File: config.mk
export PLATFORM = sky130hd
export DESIGN_NAME = draw_new_box
export DESIGN_NICKNAME = d
export VERILOG_FILES = /design/src/rtl/maze_gfx_pkg.sv /design/src/rtl/box_scan_counter.sv /design/src/rtl/draw_new_box.sv
export SDC_FILE = /design/constraint.sdc
export NUM_CORES = 1
export LEC_CHECK = 0
export ABC_AREA = 0
export BUFFER_PORTS_ARGS = -buffer_cell sky130_fd_sc_hd__buf_2
export CAP_MARGIN = 20
export CORE_UTILIZATION = 40
export DETAILED_ROUTE_END_ITERATION = 8
export GPL_TIMING_DRIVEN = 0
export SYNTH_ARGS = -nofsm -noshare
export SYNTH_HDL_FRONTEND = slang
export SYNTH_SLANG_ARGS = --single-unit
File: constraint.sdc
create_clock -name clk -period 7.19 [get_ports clk]
set_input_delay 0.3595 -clock clk [delete_from_list [all_inputs] [get_ports clk]]
set_output_delay 0.3595 -clock clk [all_outputs]
set_load 0.05 [all_outputs]
File: src/rtl/maze_gfx_pkg.sv
// maze_gfx_pkg: shared maze graphics constants, FSM states and colour type
package maze_gfx_pkg;
   localparam logic [8:0] X_OFFSET   = 9'd80;
   localparam logic [8:0] CELL_PITCH = 9'd10;
   localparam logic [3:0] BOX_SIZE   = 4'd9;
   localparam logic [4:0] MAX_CELL   = 5'd23;
   localparam logic [8:0] SCREEN_W   = 9'd320;
   localparam logic [8:0] SCREEN_H   = 9'd240;
   typedef enum logic [1:0] {IDLE, DRAW, FINISH} state_t;
   typedef logic [2:0] colour_t;
endpackage

File: src/rtl/box_scan_counter.sv
// box_scan_counter: raster cx/cy counter over a BOX_SIZE x BOX_SIZE box
module box_scan_counter
   import maze_gfx_pkg::*;
(
   input  logic       clk,
   input  logic       reset,
   input  logic       clear,
   input  logic       advance,
   output logic [3:0] cx,
   output logic [3:0] cy,
   output logic       last
);
   assign last = cx == BOX_SIZE - 4'd1 && cy == BOX_SIZE - 4'd1;
   // step x every advance, wrap into the next row at the box edge
   always_ff @(posedge clk) begin
      if (reset || clear) begin
         cx <= 4'd0;
         cy <= 4'd0;
      end else if (advance) begin
         cx <= cx == BOX_SIZE - 4'd1 ? 4'd0 : cx + 4'd1;
         cy <= cx == BOX_SIZE - 4'd1 ? (cy == BOX_SIZE - 4'd1 ? 4'd0 : cy + 4'd1) : cy;
      end
   end
endmodule

File: src/rtl/draw_new_box.sv
// draw_new_box: paints the 9x9 player box at a maze cell, one pixel per clock (DRAW_BORDER_EN inverts the edge colour)
module draw_new_box
   import maze_gfx_pkg::*;
(
   input  logic       clk,
   input  logic       reset,
   input  logic       start,
   input  logic [4:0] x_in,
   input  logic [4:0] y_in,
   input  logic [2:0] colour_in,
   output logic [8:0] x_loc,
   output logic [8:0] y_loc,
   output logic [2:0] colour,
   output logic       plot,
   output logic       busy,
   output logic       done,
   output logic       err
);
   state_t     state, state_n;
   logic [4:0] xl, yl, xs, ys;
   colour_t    cl, cs, pc;
   logic [3:0] cx, cy;
   logic [8:0] px, py;
   logic       last, last_q, accept, reject, drawing;

   // the counter runs one pixel ahead of the registered outputs
   box_scan_counter u_scan (
      .clk    (clk),
      .reset  (reset),
      .clear  (state == IDLE && !accept),
      .advance(drawing),
      .cx     (cx),
      .cy     (cy),
      .last   (last)
   );

   // next state and the pixel to present on the following cycle
   always_comb begin
      accept  = state == IDLE && start && x_in <= MAX_CELL && y_in <= MAX_CELL;
      reject  = state == IDLE && start && !accept;
      state_n = state == IDLE ? (accept ? DRAW : reject ? FINISH : IDLE)
              : state == DRAW ? (last_q ? FINISH : DRAW) : IDLE;
      drawing = state_n == DRAW;
      xs      = accept ? x_in : xl;
      ys      = accept ? y_in : yl;
      cs      = accept ? colour_in : cl;
      px      = X_OFFSET + CELL_PITCH * {4'd0, xs} + {5'd0, cx};
      py      = CELL_PITCH * {4'd0, ys} + {5'd0, cy};
`ifdef DRAW_BORDER_EN
      pc      = (cx == 4'd0 || cx == BOX_SIZE - 4'd1 || cy == 4'd0 || cy == BOX_SIZE - 4'd1) ? ~cs : cs;
`else
      pc      = cs;
`endif
   end

   // state register
   always_ff @(posedge clk) begin
      state <= reset ? IDLE : state_n;
   end

   // latched request and registered write-port outputs
   always_ff @(posedge clk) begin
      if (reset) begin
         {xl, yl, cl} <= '0;
         {x_loc, y_loc, colour} <= '0;
         {plot, busy, done, err, last_q} <= '0;
      end else begin
         if (accept) {xl, yl, cl} <= {x_in, y_in, colour_in};
         x_loc  <= drawing ? px : 9'd0;
         y_loc  <= drawing ? py : 9'd0;
         colour <= drawing ? pc : 3'd0;
         plot   <= drawing;
         busy   <= drawing;
         done   <= state_n == FINISH;
         err    <= reject;
         last_q <= drawing && last;
      end
   end
endmodule

==> impl_results.md <==
* Worst-margin pin slew at 699 ps
* Synth unique cells at 61
* Power Density at 221 nW/um2
* HP Class: in2reg
* Status: finished clean
* Inserted Diodes at 0
* Post-DP Area at 2880 um2
* Global-route wire length before repair at 9010 um
* Die extent in x at 82.4 um
* Iter 0 DRT Violations at 130
* Area Growth Syn to Fin at 16.7%
* Finished Layout Cells at 409
* Area of the core at 6100 um2
* Total track usage at 0.177
* Setup crit end kind: flop
* Worst skew pair latency at 300 ps
* Seq/Total Area, Yosys at 0.371
* Clock Sinks at 48
* Ys async rst share at 0
* Syn. warnings at 0
* Fin crit share at 0.487
* Overall routed net length at 5340 um
* Port bufs at 40
* Tmin final at 3500 ps
* Critical setup path kind: reg2reg
* Slew Viols, Final at 0
* VDD IR max at 0.161 mV
* CTS tree: done
* Synth Cell Area at 2590 um2
* Crit-path cells: or3b_4 > nor2_2 > nand2_1 > nand2_1 > ha_1 > ha_1 > fa_1 > and2_1 > o311ai_1 > a31oi_1 > nor3b_1
* Layout cells sized above 1 at 0.219
* H-tree lvl count at 2
* Rows at 28
* Design Area, Final at 3020 um2
* Cells after Synth at 286
* Hold Vio Cnt, Final at 0
* Dominant cells by area after synthesis: dfxtp_1, ha_1, nor2_1, nand2_1, xnor2_1
* PostCTS Resize Cnt at 0
* LEAKAGE at 1.39 nW
* Post-DRT Antenna Nets at 0
* Yosys top cell by area: dfxtp_1
* GRT overflow at 0
* Drt drc at 0
* Post-synth top cells: dfxtp_1, nor2_1, nand2_1
* Ys flop type: dfxtp_1
* Largest net degree at the start of global routing at 17
* Count leader, synth: dfxtp_1
* Die area at 6790 um2
* Syn avg cell area at 9.05 um2
* Fill count at 624
* Starting Density at 0.424
* Synth top area share at 0.371
* Max clock buf depth at 2
* CP arrival at 3730 ps
* DR vias/cell at 5.11
* Post-DP HPWL at 4020 um
* Gpl congestion at 0.895
* MaxCap Viol Count at 0
* Worst-path fanout max at 9
* Critical path startpoint category: flop
* Pre-antenna DRT Iters at 4
* Vias at 2088
* Clk_skew at 4.46 ps
* Max-slew headroom at 0.530
* Die height at 82.4 um
* Clock slew at reported path FFs at 100 ps
* Io pins at 41
* Placed cells at 401
* Crit-path max cell delay at 500 ps
* Max Fclk at 285 MHz
* Routed len/inst at 13.1 um
* Final setup viols at 0
* Cts bufs inserted at 5
* Syn Nets at 325
* Hold-fix buffer count after cts at 0
* WP data required at 7420 ps
* Initial antenna violation count at 0
* # Post-CTS Setup Buffers at 0
* CP max stage cell: fa_1
* Number of synthesized flops with an enable pin at 0
* Register bit total from synthesis at 48
* TNS Setup at 0 ps
* Clock root buffer: clkbuf_8
* RSZ-0062 raised after global routing: false
* Nets at 372
* Number of global-route vias before repair at 1948
area by class of cell:
cell class                 instances  area, um2  share of cell area
multi-input combinational        217       1530               0.508
sequential                        48        961               0.318
timing repair buffer              40        200              0.0663
tap                               75       93.8              0.0311
clock buffer                       5       68.8              0.0228
clock inverter                     3       68.8              0.0228
buffer                            10       52.6              0.0174
inverter                          11       41.3              0.0137
layout by cell type, fill, tap and decap left out, types with 4 or more instances in the layout:
| cell | n |
|---|---|
| dfxtp_1 | 48 |
| clkbuf_8 | 5 |
| nor2_1 | 40 |
| nand2_1 | 27 |
| a21oi_1 | 12 |
| inv_1 | 8 |
| nand3_1 | 8 |
| buf_2 | 43 |
| xnor2_1 | 11 |
| fa_1 | 4 |
| mux2i_1 | 6 |
| nor3_1 | 6 |
| and2_1 | 7 |
| ha_1 | 19 |
| o21ai_0 | 6 |
| nor2b_1 | 7 |
| a21o_1 | 4 |
| clkbuf_1 | 4 |
critical path, delay by kind of cell (launching register included):
kind	cells	cell delay [ps]
and+or+nand+nor	6	1570
DFF	1	390
adders and majority gates	3	1010
AOI/OAI and AO/OA	2	450
path summary, 6_finish.rpt:
kind	startpoint	end	slack [ps]	cells past startpoint
max	state[1]	x_loc[7]	3690	11
min	colour_in[0]	cl[0]	310	3
max reg2reg	state[1]	x_loc[7]	3690	11
min reg2reg	cl[0]	cl[0]	500	2
per-layer routing:
layer	wire [um]	track usage	vias up
met5	0	0	-
met1	2540	0.225	933
met3	351	0.0440	8
met2	2370	0.288	58
met4	80	0.0614	0
li1	-	-	1089
where the power goes:
part	leakage (nW)	internal, mW	switching, mW
combinational	0.929	0.0512	0.0921
clock	0.0687	0.140	0.100
sequential	0.390	0.278	0.00495
total	1.39	0.469	0.197
metrics by stage:
| stage | utilization | power (mW) | hold slack [ps] | setup WS, ps |
|---|---|---|---|---|
| 2_1_floorplan | - | 0.401 | 455 | 4120 |
| 3_3_place_gp | 0.473 | 0.431 | 471 | 3640 |
| 3_5_place_dp | 0.473 | 0.432 | 478 | 3580 |
| 4_1_cts | 0.495 | 0.671 | 310 | 3650 |
| 5_1_grt | 0.495 | 0.699 | 323 | 3370 |
| 6_report | 0.495 | 0.666 | 308 | 3690 |
registers in the layout (all words and copies together), names as in the netlist:
register	flops
busy	1
cl	3
colour	3
done	1
err	1
last_q	1
state	2
u_scan.cx	4
u_scan.cy	4
x_loc	9
xl	5
y_loc	9
yl	5
cells by family (layout without fill, tap and decap cells):
logic type	after synthesis	in the layout	share of synthesized area
muxes	7	7	0.0319
DFF	48	48	0.371
buffers and inverters	21	69	0.0363
adders and majority gates	24	24	0.127
AOI/OAI and AO/OA	52	52	0.150
xor gates and xnor gates	14	14	0.0474
and+or+nand+nor	120	120	0.236
(Power assumes the default switching activity.)
